### src/rtl/packet_dispatcher.sv
// packet_dispatcher: sequences RX FIFO packets into loopback, config write, config readback or discard.
// Build option DISPATCH_ECHO_HEADER_EN: LOOP and RD send the header word to TX ahead of the payload.
module packet_dispatcher #(
  parameter int DATA_W      = 32,
  parameter int LEN_W       = 16,
  parameter int CFG_ADDR_W  = 4,
  parameter int TIMEOUT_CYC = 1024
) (
  input  logic                  i_clock,
  input  logic                  i_reset,
  input  logic [1:0]            i_packet_command,
  input  logic                  i_packet_fully_decoded,
  input  logic                  i_rx_fifo_is_empty_sig,
  input  logic [DATA_W-1:0]     i_rx_fifo_output_word,
  output logic                  o_rx_fifo_next_word_cmd,
  input  logic                  i_serial_is_busy_sig,
  output logic [DATA_W-1:0]     o_data_manager_output_data_word,
  output logic                  o_data_manager_output_next_cmd,
  output logic                  o_cfg_wr_en,
  output logic [CFG_ADDR_W-1:0] o_cfg_addr,
  output logic [DATA_W-1:0]     o_cfg_wr_data,
  input  logic [DATA_W-1:0]     i_cfg_rd_data,
  output logic                  o_busy,
  output logic                  o_error
);

`ifdef DISPATCH_ECHO_HEADER_EN
  localparam bit ECHO_HDR = 1'b1;
`else
  localparam bit ECHO_HDR = 1'b0;
`endif
  localparam int TO_W = $clog2(TIMEOUT_CYC + 1);

  typedef enum logic [2:0] {S_IDLE, S_HDR, S_LOOP, S_WR, S_RD, S_DROP} state_t;
  typedef enum logic [1:0] {CMD_LOOP, CMD_WR, CMD_RD, CMD_DROP} cmd_t;

  state_t                state;
  cmd_t                  cmd;
  logic [LEN_W-1:0]      remaining;
  logic [CFG_ADDR_W-1:0] wr_addr;
  logic                  gap;
  logic [TO_W-1:0]       empty_cnt;
  logic                  hdr_pending;
  logic [DATA_W-1:0]     hdr_word;

  logic [LEN_W-1:0]      hdr_len;
  logic [CFG_ADDR_W-1:0] hdr_base;
  logic                  pop_ok;
  logic                  tx_ok;
  logic                  last_word;
  logic                  watched;
  logic                  timeout_hit;

  assign hdr_len     = i_rx_fifo_output_word[DATA_W-1 -: LEN_W];
  assign hdr_base    = i_rx_fifo_output_word[CFG_ADDR_W-1:0];
  // The FIFO head only advances on the edge after a strobe, so every pop/start is followed by a gap.
  assign pop_ok      = !i_rx_fifo_is_empty_sig && !gap;
  assign tx_ok       = !i_serial_is_busy_sig && !gap;
  assign last_word   = (remaining == LEN_W'(1));
  assign watched     = (state == S_HDR) || (state == S_LOOP) || (state == S_WR) || (state == S_DROP);
  assign timeout_hit = watched && i_rx_fifo_is_empty_sig && (empty_cnt == TO_W'(TIMEOUT_CYC - 1));
  assign o_busy      = (state != S_IDLE);

  // NOTE: sequential state uses non-blocking assignments so every register samples pre-edge values.
  always_ff @(posedge i_clock) begin
    if (i_reset) begin
      state                           <= S_IDLE;
      cmd                             <= CMD_LOOP;
      remaining                       <= '0;
      wr_addr                         <= '0;
      gap                             <= 1'b0;
      empty_cnt                       <= '0;
      hdr_pending                     <= 1'b0;
      hdr_word                        <= '0;
      o_rx_fifo_next_word_cmd         <= 1'b0;
      o_data_manager_output_data_word <= '0;
      o_data_manager_output_next_cmd  <= 1'b0;
      o_cfg_wr_en                     <= 1'b0;
      o_cfg_addr                      <= '0;
      o_cfg_wr_data                   <= '0;
      o_error                         <= 1'b0;
    end else begin
      // NOTE: strobes default low here so each is a single-cycle pulse unless re-asserted below.
      o_rx_fifo_next_word_cmd        <= 1'b0;
      o_data_manager_output_next_cmd <= 1'b0;
      o_cfg_wr_en                    <= 1'b0;
      o_error                        <= 1'b0;
      gap                            <= 1'b0;

      if (!watched || !i_rx_fifo_is_empty_sig) empty_cnt <= '0;
      else                                     empty_cnt <= empty_cnt + 1'b1;

      if (i_packet_fully_decoded && state != S_IDLE) o_error <= 1'b1;

      if (timeout_hit) begin
        o_error <= 1'b1;
        state   <= S_IDLE;
      end else begin
        case (state)
          S_IDLE: if (i_packet_fully_decoded) begin
            cmd   <= cmd_t'(i_packet_command);
            state <= S_HDR;
          end
          S_HDR: if (pop_ok) begin
            o_rx_fifo_next_word_cmd <= 1'b1;
            gap                     <= 1'b1;
            remaining               <= hdr_len;
            wr_addr                 <= hdr_base;
            o_cfg_addr              <= hdr_base;
            hdr_word                <= i_rx_fifo_output_word;
            hdr_pending             <= ECHO_HDR && (hdr_len != '0) && (cmd == CMD_LOOP || cmd == CMD_RD);
            if (hdr_len == '0) state <= S_IDLE;
            else begin
              case (cmd)
                CMD_LOOP: state <= S_LOOP;
                CMD_WR:   state <= S_WR;
                CMD_RD:   state <= S_RD;
                CMD_DROP: state <= S_DROP;
              endcase
            end
          end
          S_LOOP: begin
            if (hdr_pending) begin
              if (tx_ok) begin
                o_data_manager_output_next_cmd  <= 1'b1;
                o_data_manager_output_data_word <= hdr_word;
                gap                             <= 1'b1;
                hdr_pending                     <= 1'b0;
              end
            end else if (pop_ok && !i_serial_is_busy_sig) begin
              o_rx_fifo_next_word_cmd         <= 1'b1;
              o_data_manager_output_next_cmd  <= 1'b1;
              o_data_manager_output_data_word <= i_rx_fifo_output_word;
              gap                             <= 1'b1;
              remaining                       <= remaining - 1'b1;
              if (last_word) state <= S_IDLE;
            end
          end
          S_WR: if (pop_ok) begin
            o_rx_fifo_next_word_cmd <= 1'b1;
            o_cfg_wr_en             <= 1'b1;
            o_cfg_addr              <= wr_addr;
            o_cfg_wr_data           <= i_rx_fifo_output_word;
            wr_addr                 <= wr_addr + 1'b1;
            gap                     <= 1'b1;
            remaining               <= remaining - 1'b1;
            if (last_word) state <= S_IDLE;
          end
          S_RD: begin
            // o_cfg_addr was set at least one cycle earlier, so i_cfg_rd_data has settled.
            if (hdr_pending) begin
              if (tx_ok) begin
                o_data_manager_output_next_cmd  <= 1'b1;
                o_data_manager_output_data_word <= hdr_word;
                gap                             <= 1'b1;
                hdr_pending                     <= 1'b0;
              end
            end else if (tx_ok) begin
              o_data_manager_output_next_cmd  <= 1'b1;
              o_data_manager_output_data_word <= i_cfg_rd_data;
              o_cfg_addr                      <= o_cfg_addr + 1'b1;
              gap                             <= 1'b1;
              remaining                       <= remaining - 1'b1;
              if (last_word) state <= S_IDLE;
            end
          end
          S_DROP: if (pop_ok) begin
            o_rx_fifo_next_word_cmd <= 1'b1;
            gap                     <= 1'b1;
            remaining               <= remaining - 1'b1;
            if (last_word) state <= S_IDLE;
          end
          default: state <= S_IDLE;
        endcase
      end
    end
  end

endmodule
### config.mk
export PLATFORM = sky130hd
export DESIGN_NAME = packet_dispatcher
export DESIGN_NICKNAME = d
export VERILOG_FILES = /design/src/rtl/packet_dispatcher.sv
export SDC_FILE = /design/constraint.sdc
export NUM_CORES = 1
export LEC_CHECK = 0
export BUFFER_PORTS_ARGS = -buffer_cell sky130_fd_sc_hd__clkbuf_2
export CORE_AREA = 2 2 122 124
export DETAILED_ROUTE_END_ITERATION = 10
export DIE_AREA = 0 0 124 126
export GPL_TIMING_DRIVEN = 0
export PLACE_DENSITY = 0.78
export SKIP_CTS_REPAIR_TIMING = 1
export SYNTH_ARGS = -nofsm -noshare
export SYNTH_HDL_FRONTEND = slang
export SYNTH_SLANG_ARGS = --single-unit
### constraint.sdc
create_clock -name i_clock -period 2.2 [get_ports i_clock]
set_input_delay 0.44 -clock i_clock [delete_from_list [all_inputs] [get_ports i_clock]]
set_output_delay 0.44 -clock i_clock [all_outputs]
set_load 0.02 [all_outputs]
==> results by group <==
Run status
  – Status: completed

Die
  – Die area: 0.0156 sq mm
  – Die W: 124 microns
  – Total I/O pin count: 144
  – Starting density of the core: 0.493
  – # rows: 44
  – Core ar.: 0.0143 sq mm
  – Die Ht: 126 microns

STA
  – Hold Vio Cnt, Final: 0
  – Slew HR: 0.429
  – Worst slew pin tran: 857 ps
  – Final WS setup: 64.8 ps
  – Clock skew after layout: 9.85 ps
  – Final period utilization: 0.971
  – Fmax: 468 MHz
  – Tmin final: 2140 ps
  – Final setup vio count: 0
  – Setup TNS: 0 ps
  – Max Slew Vio Count: 0

Clock tree
  – CTS sink count: 142
  – CTS max path bufs: 2
  – CTS H-Tree Depth: 4
  – CTS root buf: clkbuf_16
  – Inserted Clock Buffers: 17
  – CTS clk-pin slew, worst paths: 60 ps
  – Clock Latency Late Sink: 430 ps
  – CTS tree: done

Synth
  – Top cells by area, synth: dfxtp_1, a21oi_1, nand2_1
  – Number of synthesized register bits: 142
  – Xor and xnor area share after synthesis: 0.0124
  – Post-synth top area share: 0.403
  – Async SR Flop Fraction: 0
  – Post-Synth Adder-Cell Area: 0.0106
  – Syn Area/Cell: 8.27 sq um
  – Synth Area in Compound Gates: 0.217
  – Top FF cell, synth: dfxtp_1
  – Largest family of logic cells by synthesized area: simple AND/OR/NAND/NOR gates
  – Cell with the most instances after synthesis: nand2_1
  – Post-Synthesis Cell Area: 0.00706 sq mm
  – Number of synthesized flops with an enable pin: 0
  – Commonest cells post-synth: nand2_1, dfxtp_1, a21oi_1
  – Syn nets: 930
  – Synth area leader: dfxtp_1
  – Yosys cell types: 69
  – Post-Synthesis Cells: 853
  – Simple-Gate Fraction of Synth Area: 0.253
  – YS warnings: 0
  – Register area share after synthesis: 0.403
  – Mux contribution to synthesized area: 0.0482

Global routing
  – Vias in the first global route: 6479
  – Remaining Overflow, GRT: 0
  – GRT Overall Usage: 0.275
  – First-pass GRT wire length: 33400 microns
  – Largest net degree at the start of global routing: 17
  – Initial antenna violation count: 0

Placed design
  – Dpl cell area: 0.00799 sq mm
  – Placed instance count: 1178
  – Detailed placement HPWL: 15400 microns
  – Pre-CTS WS: -418 ps
  – GP Congestion: 0.946
  – Number of port buffers: 141

Route
  – Via density: 5.87
  – # DRC: 0
  – Pre-antenna DRT Iters: 6
  – Wl on met1: 9130 microns
  – DR vias: 7110
  – Antenna-violating nets left: 0
  – Top sig layer: met4
  – Met3 wire length: 1740 microns
  – Routed WL: 21600 microns
  – Initial DRC count: 730
  – Length of routed met2 wiring: 9940 microns
  – Wirelength per Cell: 17.8 microns

Worst setup path
  – Worst Path Max Fanout: 10
  – Critical path endpoint category: flip-flop
  – CP Launch Type: flip-flop
  – WP data arrival: 2460 ps
  – Worst setup path class: reg2reg
  – Critical Path RT: 2530 ps

Cells and area
  – Diodes inserted: 0
  – Final non-filler cell total: 1211
  – Multi-input logic area: 0.00386 sq mm
  – Share of cells above drive strength 1: 0.260
  – Design area: 0.00864 sq mm
  – Register area: 0.00284 sq mm
  – Layout fillers: 1279
  – Area Overhead vs Synth: 22.4%
  – Nets@finish: 1091

Power
  – Power, Total: 8.44 mW
  – Pwr dens: 977 mW/mm^2
  – Pleak: 3.44 nW
  – VDD IR max: 0.578 mV

Hold path
  – Type of the worst min-delay path: in2reg

Flow run
  – Max cap viols: 0
placed cells by master (no fill, tap or decap), drive strengths merged, types with 6 or more instances in the layout:
master	Yosys	layout
clkbuf	33	194
nand2	163	163
dfxtp	142	142
a21oi	126	126
nor2	71	71
nor3	44	44
buf	33	35
mux2i	34	34
a2bb2oi	33	33
o21ai	15	15
nand3	13	13
inv	13	12
o31ai	11	11
clkinv	1	9
nand2b	8	8
nand4	7	7
a31oi	7	7
a211oi	7	7
and3	6	6
or3	6	6
xor2	6	6
ha	6	6
critical path: stages, from the launching register on:
cell	delay (ps)
dfxtp_1	390
buf_6	170
buf_6	160
clkinvlp_4	120
ha_4	280
buf_6	150
a211oi_4	240
o21ai_1	190
o41ai_2	330
metrics by stage:
stage               hold slack (ps)  utilization
floorplan                       430            -
global placement                441        0.558
detailed placement              447        0.558
CTS                             258        0.597
global route                    256        0.603
finish                          260        0.603
routing by layer:
layer  vias to the layer above  global-route usage
li1                       3349                   -
met1                      3343               0.367
met2                       349               0.434
met3                        69              0.0702
met4                         0              0.0899
met5                         -                   0
registers in the layout (all words and copies together), names as in the netlist:
register	cells
hdr_word	32
remaining	16
empty_cnt	11
o_error	1
wr_addr	4
cmd	2
o_cfg_wr_data	32
hdr_pending	1
o_cfg_wr_en	1
gap	1
o_rx_fifo_next_word_cmd	1
o_data_manager_output_data_word	32
o_cfg_addr	4
state	3
o_data_manager_output_next_cmd	1
cell families (layout without fill, tap and decap cells):
| kind of cell | Yosys count | after routing |
|---|---|---|
| and+or+nand+nor | 350 | 350 |
| adders and majority gates | 6 | 6 |
| xor gates and xnor gates | 10 | 10 |
| AOI/OAI and AO/OA | 231 | 231 |
| buffers and inverters | 80 | 254 |
| muxes | 34 | 34 |
| DFF | 142 | 142 |
path summary, 6_finish.rpt:
| kind | startpoint | endpoint | slack, ps | cells after the start |
|---|---|---|---|---|
| setup reg to reg | state[1] | state[2] | 60 | 8 |
| hold reg to reg | o_cfg_wr_data[17] | o_cfg_wr_data[17] | 450 | 2 |
| hold / removal | i_rx_fifo_output_word[8] | hdr_word[8] | 260 | 3 |
| setup / recovery | state[1] | state[2] | 60 | 8 |
cell type report:
cell class                 instances  share of cell area
sequential                       142               0.329
buffer                            66              0.0437
inverter                          14             0.00652
clock buffer                      21              0.0533
multi-input combinational        631               0.447
tap                              184              0.0267
clock inverter                    11              0.0107
timing repair buffer             142              0.0826
power breakdown:
part,internal [mW],total (mW),switching [mW]
combinational,0.984,2.62,1.64
clock,1.60,2.70,1.10
sequential,2.86,3.12,0.257
Note: power is estimated with default switching activity, not from simulation.
